`config.mk`:
```
export PLATFORM = sky130hd
export DESIGN_NAME = rate_limiter
export DESIGN_NICKNAME = d
export VERILOG_FILES = /design/src/rtl/rate_limiter.sv
export SDC_FILE = /design/constraint.sdc
export NUM_CORES = 1
export LEC_CHECK = 0
export ABC_AREA = 1
export ABC_CLOCK_PERIOD_IN_PS = 3600
export CORE_MARGIN = 4
export CORE_UTILIZATION = 40
export CTS_BUF_LIST = sky130_fd_sc_hd__clkbuf_4
export DETAILED_ROUTE_END_ITERATION = 6
export HOLD_SLACK_MARGIN = 0.03
export PLACE_DENSITY = 0.59
export SYNTH_ARGS = -nofsm -noshare
export SYNTH_HDL_FRONTEND = slang
export SYNTH_SLANG_ARGS = --single-unit
```
`constraint.sdc`:
```
create_clock -name clk -period 3.6 [get_ports clk]
set_clock_uncertainty 0.2 [all_clocks]
set_input_delay 0.54 -clock clk [delete_from_list [all_inputs] [get_ports clk]]
set_output_delay 0.54 -clock clk [all_outputs]
set_load 0.01 [all_outputs]
```
`src/rtl/rate_limiter.sv`:
```
// Slew-rate limiter: data_out steps toward data_in by at most step_size per clock.
// Optional RATE_LIMITER_STATUS_EN adds a registered `limiting` clip flag.
module rate_limiter #(
   parameter int DATA_W = 6,
   parameter int STEP_W = 3
) (
   input  logic              clk,
   input  logic              reset,
   input  logic [DATA_W-1:0] data_in,
   input  logic [STEP_W-1:0] step_size,
   output logic [DATA_W-1:0] data_out
`ifdef RATE_LIMITER_STATUS_EN
   ,
   output logic              limiting
`endif
);

   logic [DATA_W-1:0] r_out;
   logic [DATA_W-1:0] w_step_n;
   logic [DATA_W:0]   w_in;
   logic [DATA_W:0]   w_out;
   logic [DATA_W:0]   w_step;
   logic [DATA_W:0]   w_up;
   logic [DATA_W:0]   w_dn;
   logic              w_go_up;
   logic              w_go_dn;
   logic [DATA_W-1:0] w_next;

   assign w_step_n = {{(DATA_W-STEP_W){1'b0}}, step_size};
   assign w_in     = {1'b0, data_in};
   assign w_out    = {1'b0, r_out};
   assign w_step   = {1'b0, w_step_n};
   assign w_up     = w_in - w_out;
   assign w_dn     = w_out - w_in;

   // Clip only when the gap exceeds the step; otherwise land exactly.
   assign w_go_up  = (w_in > w_out) && (w_up > w_step);
   assign w_go_dn  = (w_in < w_out) && (w_dn > w_step);

   always_comb begin
      w_next = data_in;
      if (w_go_up)
         w_next = r_out + w_step_n;
      else if (w_go_dn)
         w_next = r_out - w_step_n;
   end

   always_ff @(posedge clk or negedge reset) begin
      if (!reset)
         r_out <= '0;
      else
         r_out <= w_next;
   end

   assign data_out = r_out;

`ifdef RATE_LIMITER_STATUS_EN
   logic r_lim;

   always_ff @(posedge clk or negedge reset) begin
      if (!reset)
         r_lim <= 1'b0;
      else
         r_lim <= w_go_up | w_go_dn;
   end

   assign limiting = r_lim;
`endif

endmodule

```
==> reports/results.txt, run 1 <==
Final #Nets = 247
Tcrit/Tclk final = 88.90%
port bufs = 16
Initial Util = 42.64%
met3 usage = 1.709%
Total GRT Usage = 15.39%
RR Startpoint = data_out[0]
post-CTS setup buffers = 0
Bufs on Longest Clock Path = 2
drt drc = 0
GR Util met2 = 26.66%
CP Data Required Time = 3530 ps
GR met1 Demand/Resource = 20.52%
first-pass GRT wire length = 5.347 mm
drt wl/cell = 11.88 um
max-slew violation count = 0
Synth area leader = ha_1
reg-to-reg critical path endpoint = data_out[3]
Mapped Avg Cell Area = 7.057 um^2
CTS tree = done
Post-Place Worst Slack = 120.0 ps
DRT Pass-1 Iters = 4
Tmin final = 3200 ps
Routed WL = 2.983 mm
Worst Max-Slew Pin Slew = 430.1 ps
post-detail-place hpwl = 2.569 mm
synthesized area = 1334 um^2
post-synth cell types = 28
initial drt markers = 44
total number of vias = 1200
CP max FO = 9
pin count of the biggest net entering global routing = 10
antenna violations before repair = 0
Hold Crit Class = in -> async
WS Path Type = in -> reg
crit path DAT = 3140 ps
clk_lat worst skew = 250 ps
Pleak = 0.8272 nW
#FFs+latches synth = 6
top-area cell type share of the netlist area = 21.58%
H-tree lvl count = 1
core area = 3128 um^2
syn nets = 227
Num CTS Buffers = 3
Yosys warnings = 0
Power, Total = 1.483 mW
# diodes = 0
status = finished, final reports clean
hold buffer count at cts = 0
number of flip-flops in the largest register = 6
clock-pin transition on the worst setup and hold timing paths = 50 ps
remaining antenna violation count = 0
Seq/Total Area, Yosys = 11.26%
Final Hold Fails = 0
layout cells sized above 1 = 13.04%
r2r worst-path depth = 13
final core utilization = 49.84%
GR Overflow Total = 0
Die X = 65.75 um
Setup WS post-layout = 399.7 ps
setup_tns = 0 ps
die area = 4322 um^2
root buffer cell = clkbuf_4
flop2flop setup slack = 770 ps
Routability Congestion = 0.8435
Fill cells = 319
# setup viols final = 0
WHS = 334.4 ps
Layout Area Growth over Synthesis = 16.89%
Post-Syn Instances = 189
Area contributors post-synth = ha_1, nand2_1, dfrtp_1, nand3_1, inv_1
Max-cap violations = 0
most used routing layer in global routing = met2
CP Capture Type = flip-flop
number of global-route vias before repair = 1240
Row Count = 20
PD cells = 951.1 nW/um^2
fmax = 312.5 MHz
slew margin rel. = 71.03%
Boundary Pins = 17
CTS sink count = 6
RSZ-0062 raised after global routing = false
Die Height = 65.75 um
VDD IR-drop max = 430.9 uV
Critical Path Start Type = input port
PostCTS Resize Cnt = 0
via-per-instance ratio = 4.781
-- cells in the mapped netlist --
library cell	number
a21boi_0	1
a21oi_1	9
a21oi_2	1
a21oi_4	1
and3_1	1
buf_2	1
buf_6	2
dfrtp_1	6
fa_1	4
ha_1	23
inv_1	26
inv_2	3
nand2_1	45
nand2_2	5
nand2_4	4
nand3_1	25
nand3_2	2
nand3_4	1
nand4_1	2
nor2_1	8
nor2_2	2
nor2_4	2
o21ai_0	3
o21ai_1	1
o31ai_1	1
or2_0	1
or2_2	1
xor2_1	8
-- layer usage --
layer  wire (um)  vias to the layer above
met4          27                        0
met3          70                        4
met5           0                        -
met1        1485                      530
met2        1400                       16
li1            -                      650
-- layout make-up --
cell class / instances / area [um^2] / share of cell area (%)
well taps: 44 / 55.05 / 3.531
inverters: 29 / 108.9 / 6.982
flip-flops and latches: 6 / 150.1 / 9.631
multi-input cells: 151 / 1047 / 67.17
repair buffers: 18 / 175.2 / 11.24
clock buffers: 3 / 22.52 / 1.445
-- report_power, final --
group	switching (mW)	internal, mW	leakage, nW	total, mW
logic	0.740	0.508	0.743	1.25
registers	0.0600	0.109	0.0709	0.169
clock network	0.0276	0.0379	0.0138	0.0655
-- metrics by stage --
step	cells	instance area (um^2)
2_1_floorplan	189	1334
3_3_place_gp	248	1536
3_5_place_dp	248	1536
4_1_cts	251	1559
5_1_grt	251	1559
6_report	251	1559
-- worst max-delay path, cell delays in order --
cell and delay [ps]:
clkdlybuf4s50_1 450, inv_1 80, ha_1 220, inv_1 70, fa_1 430, xor2_1 190
ha_1 320, a21oi_1 130, a21boi_0 130, nor2_2 180, nand3_4 90, nand2_4 120
inv_2 70, nand3_1 60, nand2_1 50
-- placed cells by master, fill, tap and decap left out --
| master | synthesis | routed |
|---|---|---|
| nand2_1 | 45 | 45 |
| inv_1 | 26 | 26 |
| nand3_1 | 25 | 25 |
| ha_1 | 23 | 23 |
| clkdlybuf4s50_1 | 0 | 16 |
| a21oi_1 | 9 | 9 |
| xor2_1 | 8 | 8 |
| nor2_1 | 8 | 8 |
| dfrtp_1 | 6 | 6 |
| nand2_2 | 5 | 5 |
| nand2_4 | 4 | 4 |
| fa_1 | 4 | 4 |
| inv_2 | 3 | 3 |
| o21ai_0 | 3 | 3 |
| clkbuf_4 | 0 | 3 |
| nand3_2 | 2 | 2 |
| nor2_2 | 2 | 2 |
| nor2_4 | 2 | 2 |
| nand4_1 | 2 | 2 |
| buf_4 | 0 | 2 |
| a21oi_2 | 1 | 1 |
| a21oi_4 | 1 | 1 |
| a21boi_0 | 1 | 1 |
| o21ai_1 | 1 | 1 |
| nand3_4 | 1 | 1 |
| and3_1 | 1 | 1 |
| o31ai_1 | 1 | 1 |
| or2_2 | 1 | 1 |
| or2_0 | 1 | 1 |
-- how the worst max path moves through the flow --
stage / end / slack (ps) / from / depth (start not counted)
floorplan: data_out[1] / 890 / data_in[0] / 13
global placement: data_out[1] / 130 / data_in[0] / 14
detailed placement: data_out[1] / 120 / data_in[0] / 14
CTS: data_out[3] / 370 / data_in[0] / 15
global route: data_out[3] / 250 / data_in[0] / 15
finish: data_out[3] / 400 / data_in[0] / 15
-- logic make-up (layout without fill, tap and decap cells) --
| kind of cell | Yosys count | after routing | synth area share [%] |
|---|---|---|---|
| DFF | 6 | 6 | 11.26 |
| adders and majority gates | 27 | 27 | 27.58 |
| AOI/OAI and AO/OA | 17 | 17 | 7.880 |
| and+or+nand+nor | 99 | 99 | 37.81 |
| buffers and inverters | 32 | 50 | 10.22 |
| xor gates and xnor gates | 8 | 8 | 5.253 |
(Power assumes the default switching activity.)
==> run 2, diff against run 1 <==
--- a/config.mk
+++ b/config.mk
@@ -10,9 +10,11 @@
 export CORE_MARGIN = 4
 export CORE_UTILIZATION = 40
 export CTS_BUF_LIST = sky130_fd_sc_hd__clkbuf_4
+export CTS_CLUSTER_DIAMETER = 100
 export DETAILED_ROUTE_END_ITERATION = 6
 export HOLD_SLACK_MARGIN = 0.03
 export PLACE_DENSITY = 0.59
+export SKIP_LAST_GASP = 1
 export SYNTH_ARGS = -nofsm -noshare
 export SYNTH_HDL_FRONTEND = slang
 export SYNTH_SLANG_ARGS = --single-unit
==> results of run 2 <==
The final DEF is identical to that of run 1; final timing and power are the same.
==> run 3, diff against run 2 <==
--- a/config.mk
+++ b/config.mk
@@ -13,8 +13,10 @@
 export CTS_CLUSTER_DIAMETER = 100
 export DETAILED_ROUTE_END_ITERATION = 6
 export HOLD_SLACK_MARGIN = 0.03
+export MAX_ROUTING_LAYER = met4
 export PLACE_DENSITY = 0.59
 export SKIP_LAST_GASP = 1
 export SYNTH_ARGS = -nofsm -noshare
 export SYNTH_HDL_FRONTEND = slang
 export SYNTH_SLANG_ARGS = --single-unit
+export TNS_END_PERCENT = 5
==> results of run 3 <==
The final DEF is identical to that of run 1; final timing and power are the same.
Among the figures that moved: final weighted congestion in routability-driven placement 0.8435 -> 0.8567; overall routing resource usage 15.39% -> 15.80%
